## config.mk

```make
export PLATFORM = sky130hd
export DESIGN_NAME = instr_deserialiser_flat
export DESIGN_NICKNAME = d
export VERILOG_FILES = /design/src/rtl/instr_deserialiser_pkg.sv /design/src/rtl/instr_deserialiser_if.sv /design/src/rtl/instr_deserialiser_bit_counter.sv /design/src/rtl/instr_deserialiser.sv /design/src/flat_wrapper.sv
export SDC_FILE = /design/constraint.sdc
export NUM_CORES = 1
export LEC_CHECK = 0
export CORE_ASPECT_RATIO = 1.25
export CORE_MARGIN = 3
export CORE_UTILIZATION = 35
export CTS_CLUSTER_DIAMETER = 50
export CTS_CLUSTER_SIZE = 8
export DETAILED_ROUTE_END_ITERATION = 7
export PLACE_DENSITY = 0.67
export RECOVER_POWER = 50
export SLEW_MARGIN = 5
export SYNTH_ARGS = -nofsm -noshare
export SYNTH_HDL_FRONTEND = slang
export SYNTH_SLANG_ARGS = --single-unit
```

## constraint.sdc

```tcl
create_clock -name w_CLK -period 3.87 [get_ports w_CLK]
set_input_delay 0.387 -clock w_CLK [delete_from_list [all_inputs] [get_ports w_CLK]]
set_output_delay 0.387 -clock w_CLK [all_outputs]
set_load 0.02 [all_outputs]
```

## src/rtl/instr_deserialiser_pkg.sv

```systemverilog
// Shared instruction-field definitions for the deserialiser, staticisor and line/function decoders.
package instr_pkg;

  typedef enum logic [1:0] {
    IDLE  = 2'd0,
    SHIFT = 2'd1,
    DONE  = 2'd2
  } deser_state_t;

  localparam int LINE_BITS  = 5;
  localparam int FUNC_LSB   = 13;
  localparam int FUNC_BITS  = 5;
  localparam int STAT_WIDTH = LINE_BITS + FUNC_BITS;

endpackage

```

## src/rtl/instr_deserialiser_if.sv

```systemverilog
// Serial store-word input plus parallel staticisor output bundle; slave = deserialiser side.
interface instr_deserialiser_if;

  logic                            w_HA;
  logic                            w_SOW;
  logic                            w_BIT_valid;
  logic                            w_BIT;
  logic [instr_pkg::STAT_WIDTH-1:0] b_STAT;
  logic                            w_ready;
  logic                            w_ERR;

  modport master (
    output w_HA, w_SOW, w_BIT_valid, w_BIT,
    input  b_STAT, w_ready, w_ERR
  );

  modport slave (
    input  w_HA, w_SOW, w_BIT_valid, w_BIT,
    output b_STAT, w_ready, w_ERR
  );

endinterface

```

## src/rtl/instr_deserialiser_bit_counter.sv

```systemverilog
// Serial bit index counter; clear takes priority and may count the same-cycle strobe as bit 0.
module bit_counter #(
  parameter int WORD_WIDTH = 32,
  parameter int CW         = $clog2(WORD_WIDTH)
) (
  input  logic          w_CLK,
  input  logic          w_RST_n,
  input  logic          clr,
  input  logic          inc,
  output logic [CW-1:0] cnt,
  output logic          tc
);

  always_ff @(posedge w_CLK) begin
    if (!w_RST_n) begin
      cnt <= '0;
    end else if (clr) begin
      cnt <= inc ? CW'(1) : '0;
    end else if (inc) begin
      cnt <= cnt + 1'b1;
    end
  end

  assign tc = (cnt == CW'(WORD_WIDTH - 1));

endmodule

```

## src/rtl/instr_deserialiser.sv

```systemverilog
// LSB-first store word -> {func, line} staticisor word; b_STAT/w_ready one cycle after terminal strobe,
// no backpressure. w_ERR on restart/abort only when DESER_WORD_CHECK_EN is defined.
module instr_deserialiser
  import instr_pkg::*;
#(
  parameter int WORD_WIDTH = 32
) (
  input logic                 w_CLK,
  input logic                 w_RST_n,
  instr_deserialiser_if.slave bus
);

  localparam int CW = $clog2(WORD_WIDTH);

  deser_state_t           state;
  logic [LINE_BITS-1:0]   line_sh, line_nx;
  logic [FUNC_BITS-1:0]   func_sh, func_nx;
  logic [STAT_WIDTH-1:0]  stat_q;
  logic                   ready_q;
  logic [CW-1:0]          cnt, idx;
  logic                   tc, restart, take, term;

  bit_counter #(.WORD_WIDTH(WORD_WIDTH), .CW(CW)) u_bit_counter (
    .w_CLK   (w_CLK),
    .w_RST_n (w_RST_n),
    .clr     (restart),
    .inc     (take),
    .cnt     (cnt),
    .tc      (tc)
  );

  // A restart clears the shadows and treats any same-cycle strobe as bit 0.
  always_comb begin
    restart = bus.w_SOW & ~bus.w_HA & (state != DONE);
    take    = bus.w_BIT_valid & ~bus.w_HA & (restart | (state == SHIFT));
    term    = take & ~restart & tc;
    idx     = restart ? '0 : cnt;
    line_nx = restart ? '0 : line_sh;
    func_nx = restart ? '0 : func_sh;
    for (int i = 0; i < LINE_BITS; i++) begin
      if (take && (idx == CW'(i))) line_nx[i] = bus.w_BIT;
    end
    for (int i = 0; i < FUNC_BITS; i++) begin
      if (take && (idx == CW'(FUNC_LSB + i))) func_nx[i] = bus.w_BIT;
    end
  end

  always_ff @(posedge w_CLK) begin
    if (!w_RST_n) begin
      state   <= IDLE;
      line_sh <= '0;
      func_sh <= '0;
      stat_q  <= '0;
      ready_q <= 1'b0;
    end else begin
      ready_q <= 1'b0;
      line_sh <= line_nx;
      func_sh <= func_nx;
      case (state)
        IDLE: begin
          if (restart) state <= SHIFT;
        end
        SHIFT: begin
          if (bus.w_HA) begin
            state <= IDLE;
          end else if (term) begin
            state   <= DONE;
            stat_q  <= {func_nx, line_nx};
            ready_q <= 1'b1;
          end
        end
        DONE:    state <= IDLE;
        default: state <= IDLE;
      endcase
    end
  end

  assign bus.b_STAT  = stat_q;
  assign bus.w_ready = ready_q;

`ifdef DESER_WORD_CHECK_EN
  logic err_q;

  always_ff @(posedge w_CLK) begin
    if (!w_RST_n) begin
      err_q <= 1'b0;
    end else begin
      err_q <= (state == SHIFT) & (bus.w_HA | bus.w_SOW);
    end
  end

  assign bus.w_ERR = err_q;
`else
  assign bus.w_ERR = 1'b0;
`endif

endmodule

```

## src/flat_wrapper.sv

```systemverilog
// flat-port wrapper written by rule: the top's interface ports become plain ports
module instr_deserialiser_flat import instr_pkg::*;
#(
  parameter int WORD_WIDTH = 32
)
  (w_CLK, w_RST_n, bus_w_HA, bus_w_SOW, bus_w_BIT_valid, bus_w_BIT, bus_b_STAT, bus_w_ready, bus_w_ERR);
  instr_deserialiser_if bus_i ();
  input logic w_CLK;
  input logic w_RST_n;
  input wire logic [$bits(bus_i.w_HA)-1:0] bus_w_HA;
  input wire logic [$bits(bus_i.w_SOW)-1:0] bus_w_SOW;
  input wire logic [$bits(bus_i.w_BIT_valid)-1:0] bus_w_BIT_valid;
  input wire logic [$bits(bus_i.w_BIT)-1:0] bus_w_BIT;
  output wire logic [$bits(bus_i.b_STAT)-1:0] bus_b_STAT;
  output wire logic [$bits(bus_i.w_ready)-1:0] bus_w_ready;
  output wire logic [$bits(bus_i.w_ERR)-1:0] bus_w_ERR;
  assign bus_i.w_HA = bus_w_HA;
  assign bus_i.w_SOW = bus_w_SOW;
  assign bus_i.w_BIT_valid = bus_w_BIT_valid;
  assign bus_i.w_BIT = bus_w_BIT;
  assign bus_b_STAT = bus_i.b_STAT;
  assign bus_w_ready = bus_i.w_ready;
  assign bus_w_ERR = bus_i.w_ERR;
  instr_deserialiser #(.WORD_WIDTH(WORD_WIDTH)) u_core (.w_CLK(w_CLK), .w_RST_n(w_RST_n), .bus(bus_i));
endmodule
```

Word-level counts from Yosys, hierarchy flattened
Cells that the tools add are included.
{ "classes": {"n_addsub": 1, "n_mux": 21, "bitwise_logic": 11, "n_reduce_logical": 16, "n_eq_ne": 14} }
{ "op_table": {"columns": ["operator", "count"], "rows": [
  ["2-to-1 mux 5 bit", 5],
  ["== test 5 x 4 -> 1 bit (second input constant)", 3],
  ["== test 5 bit (second input constant)", 3],
  ["2-to-1 mux 1 bit", 12],
  ["== test 5 x 2 -> 1 bit (second input constant)", 2],
  ["logical AND 1 bit", 10],
  ["AND 1 bit", 6],
  ["2-to-1 mux 2 bit", 3],
  ["adder 5 x 1 -> 5 bit (second input constant)", 1],
  ["== test 5 x 1 -> 1 bit (second input constant)", 1],
  ["== test 5 x 3 -> 1 bit (second input constant)", 1],
  ["zero test 5 bit", 1],
  ["inverter 1 bit", 4],
  ["one-hot mux 2 bit (2 select lines)", 1],
  ["!= test 3 x 2 -> 1 bit (second input constant)", 1],
  ["AND reduction 3 bit", 1],
  ["OR reduction 3 bit", 1],
  ["== test 2 x 1 -> 1 bit (second input constant)", 1],
  ["zero test 2 bit", 1],
  ["!= test 2 x 1 -> 1 bit (second input constant)", 1],
  ["!= test 2 bit (second input constant)", 1],
  ["AND reduction 2 bit", 1],
  ["nonzero test 2 bit", 1],
  ["bitwise OR 1 bit", 1]
]} }
{ "totals": {"output_inout_bits": 12, "ff_bits": 28, "in_bits": 6} }

Depth between registers and ports, before layout
{ "depth": {"depth_word": 10, "mapped_depth": 7, "ltp_nobuf": 6} }

By module
From an unflattened synthesis, not the netlist that was laid out.
{ "hier_totals": {"cells_unflattened": 151, "hier_area_um2": 1412.6} }
{ "modules_own_cells": {"columns": ["mod", "seq_area_each_um2", "n_inst", "cells_each", "area_each_um2"], "rows": [
  ["instr_deserialiser", 460.4, 1, 128, 1183.6],
  ["bit_counter", 100.1, 1, 23, 229.0]
]} }

Least setup slack after synthesis
No wires, ideal clock.
{ "synth_timing": {"path_kind": "register to register", "start": "reg u_core.u_bit_counter.cnt[2]", "end": "reg u_core.stat_q[0] (netlist: u_core.bus.b_STAT[0])", "arrival_time_ns": 1.631, "path_buffers": 2, "t_required_ns": 3.730, "stages_incl_launch_ff": 8, "synth_period_minus_slack_ns": 1.771, "setup_ns": 0.140, "slack_ns": 2.099, "path_cell_list": "dfxtp_1 > clkbuf_1 > and3_1 > ha_1 > a21boi_0 > and3_1 > clkbuf_1 > a211oi_1"} }
{ "synth_between": {"elab_chain_len": 4} }
{ "synth_rtl": {"columns": ["element", "line", "text"], "rows": [
  ["start: declaration", "instr_deserialiser_bit_counter.sv:10", "output logic [CW-1:0] cnt,"],
  ["start signal: assignment", "instr_deserialiser_bit_counter.sv:18", "cnt <= inc ? CW'(1) : '0;"],
  ["start signal: assignment", "instr_deserialiser_bit_counter.sv:20", "cnt <= cnt + 1'b1;"],
  ["2-to-1 mux 5 bit", "instr_deserialiser.sv:37", "idx = restart ? '0 : cnt;"],
  ["zero test 5 bit", "instr_deserialiser.sv:41", "if (take && (idx == CW'(i))) line_nx[i] = bus.w_BIT;"],
  ["logical AND 1 bit", "instr_deserialiser.sv:41", null],
  ["2-to-1 mux 1 bit", "instr_deserialiser.sv:41", null],
  ["end signal: assignment", "instr_deserialiser.sv:68", "stat_q <= {func_nx, line_nx};"],
  ["end: declaration", "instr_deserialiser.sv:18", "logic [STAT_WIDTH-1:0] stat_q;"]
]} }
Parallel ways exist; a longest one is shown, timed or not.
A chain may end at the register's enable or synchronous reset.

Worst setup path after layout
{ "layout_timing": {"start": "reg u_core.u_bit_counter.cnt[0]", "end": "reg u_core.stat_q[4] (netlist: u_core.bus.b_STAT[4])"} }
{ "layout_between": {"elab_chain_len": 4} }
{ "layout_rtl": {"columns": ["element", "line"], "rows": [
  ["2-to-1 mux 5 bit", "instr_deserialiser.sv:37"],
  ["== test 5 x 3 -> 1 bit", "instr_deserialiser.sv:41"],
  ["logical AND 1 bit", "instr_deserialiser.sv:41"],
  ["2-to-1 mux 1 bit", "instr_deserialiser.sv:41"]
]} }
Parallel ways exist; a longest one is shown, timed or not.

==> out/qor.txt <==
Status -> completed
Final Cell Area -> 1650 um2
Final setup violating endpoints -> 0
Top post-synthesis cells by count -> dfxtp_1, clkbuf_1, a31oi_1
Sequential element share of the synthesized area -> 0.395
Hold WS -> 540 ps
Crit-path cells -> ha_1 -> and3_1 -> ha_1 -> a21boi_0 -> and3_1 -> a311oi_1
Slew margin rel. -> 0.258
Clk Latency, worst-skew pair -> 280 ps
Initial antenna violation count -> 0
Hold_buf cts -> 0
First-pass GRT wire length -> 5930 um
Core Area -> 3850 um2
Global Route Usage Sum -> 0.152
Syn-to-layout area delta -> 16.6%
Leakage -> 0.581 nW
Critical Path Max Stage Delay -> 880 ps
Cell Area, Synth -> 1420 um2
Drt initial violations -> 83
Root Buffer -> clkbuf_8
Worst slew pin tran -> 1100 ps
Yosys top cell by area -> dfxtp_1
ANT nets after route -> 0
Clock buffer count from CTS -> 3
Critical-path maximum fanout -> 13
Hold Fails Final Rpt -> 0
CP max stage cell -> a21boi_0
Switching Power -> 0.126 mW
Worst r2r path cells -> 6
Die area -> 4860 um2
Peak supply drop -> 0.144 mV
Max-slew violations -> 0
Vias per cell -> 5.61
PD cells -> 344 nW/um2
Synth warn -> 0
Via count -> 1211
Die span in x -> 63.0 um
Post-cts sizing count -> 0
Internal -> 0.443 mW
Power Total -> 0.569 mW
Ys flop type -> dfxtp_1
Synth top area share -> 0.395
GPL Wtd Cong -> 0.809
Layout Nets -> 171
Avg Cell Area, Syn -> 9.10 um2
Setup crit end kind -> flop
CTS tree -> built
# Post-CTS Setup Buffers -> 0
Hold Path Depth -> 2
WP depth -> 6
Starting Density -> 0.369
Antenna diodes -> 0
# port buffers -> 16
Buf/Inv on CP -> 0
Num ports -> 18
Flop pwr share -> 0.519
Rows -> 25
Delay-heaviest family, CP -> compound AO/OA/AOI/OAI gates
Async set-reset flop share out of synthesis -> 0
WS Path Type -> flop to flop
Post-Synthesis Cells -> 156
Post-layout util -> 0.430
Max-Cap Viols -> 0
Period utilization -> 0.772
Die Y -> 77.2 um
CTS sink count -> 28
Drt total wl -> 3530 um
Mapped Nets -> 164
Most frequent cell after synthesis -> dfxtp_1
Setup TNS -> 0 ps
Fmax achieved -> 0.335 GHz
DP Wirelength -> 2550 um
CP required -> 4010 ps
Switch share -> 0.221
CTS H-tree lvls -> 1
Final Critical Period -> 2990 ps
Yosys reg bits -> 28
Clock buffer depth -> 2
Drt pass-1 iters -> 4
Worst Hold Class -> flop to flop
Largest net degree at the start of global routing -> 20
Grt ovf -> 0
Worst Setup Start Kind -> flop
RSZ-0062 raised after global routing -> false
Combinational Power Share -> 0.073
Crit path DAT -> 3130 ps
Number of enable flip-flop cells after synthesis -> 0
Unique masters post-synth -> 44
Drt wl/cell -> 16.3 um
Clk pwr share -> 0.408
DRC -> 0
Ranking of synthesized cells by area -> dfxtp_1, mux2i_1, a31oi_1, a21boi_0, a211oi_1
Share of layout cells above drive strength 1 -> 0.0679
Vias in the first global route -> 1245
Setup Skew -> 3.31 ps
Worst-path clk slew -> 100 ps
DP Area -> 1590 um2
-- cell type report --
class / count / area (um2)
clock buffer: 3 / 41.3
clock inverter: 1 / 30.0
fill: 411 / 2190
inverter: 3 / 11.3
multi-input combinational: 110 / 776
sequential: 28 / 561
tap: 54 / 67.6
timing repair buffer: 17 / 168
-- through the flow --
step / setup WS [ps] / instances
finish: 884 / 216
global route: 682 / 216
CTS: 948 / 216
detailed placement: 932 / 212
global placement: 1030 / 212
floorplan: 2100 / 156
-- per-layer routing --
metal | routed length (um) | vias up | GRT usage | share of wire
met3 | 127 | 11 | 0.0366 | 0.036
li1 | - | 604 | - | -
met5 | 0 | - | 0 | 0
met1 | 1490 | 577 | 0.179 | 0.42
met2 | 1800 | 19 | 0.256 | 0.51
met4 | 111 | 0 | 0.0728 | 0.031
-- state kept, by name, indices dropped and copies added, names as in the netlist --
name,flops
u_core.func_sh,5
u_core.bus.w_ready,1
u_core.state,2
u_core.bus.b_STAT,10
u_core.u_bit_counter.cnt,5
u_core.line_sh,5
-- worst min-delay path: cells and delay by family, from the launching register on --
kind	cells	cell delay, ps
DFF	1	310
AOI/OAI and AO/OA	2	180
-- cells by family (layout without fill, tap and decap cells) --
group,count (synthesis),after routing,synth area share
multiplexers,8,8,0.0564
buffers and inverters,18,24,0.0511
AND/OR/NAND/NOR,51,51,0.235
flip-flops,28,28,0.395
adder cells (fa/ha/maj),2,2,0.0176
other,1,1,0.00264
AO/OA/AOI/OAI,48,48,0.242
-- final timing paths --
check	slack, ps	to	from
worst max-delay path	880	u_core.bus.b_STAT[4]	u_core.u_bit_counter.cnt[0]
worst min-delay path	540	u_core.line_sh[4]	u_core.line_sh[4]
worst max register to register	880	u_core.bus.b_STAT[4]	u_core.u_bit_counter.cnt[0]
worst min register to register	540	u_core.line_sh[4]	u_core.line_sh[4]
-- placed cells by master, fill, tap and decap left out, drive strengths merged, types with 2 or more instances in the layout --
master,instances
dfxtp,28
a31oi,12
dlygate4sd3,12
nor2,10
a21boi,9
a211oi,9
mux2i,8
nand2,5
a21oi,5
nand4,5
nand2b,4
o21ai,4
nand3,4
clkdlybuf4s50,4
nor4b,4
or4,3
clkbuf,3
and3,2
nor2b,2
inv,2
o31ai,2
nand4b,2
nor3,2
and2,2
ha,2
nor4,2
-- power groups by stage --
| stage | registers (mW) | logic, mW | clock network (mW) |
|---|---|---|---|
| 6_report | 0.295 | 0.0413 | 0.232 |
| 5_1_grt | 0.296 | 0.0463 | 0.248 |
| 4_1_cts | 0.295 | 0.0421 | 0.236 |
| 3_5_place_dp | 0.302 | 0.0418 | 0 |
| 3_3_place_gp | 0.302 | 0.0410 | 0 |
| 2_1_floorplan | 0.297 | 0.0330 | 0 |
Power figures use the tool's default switching activity.
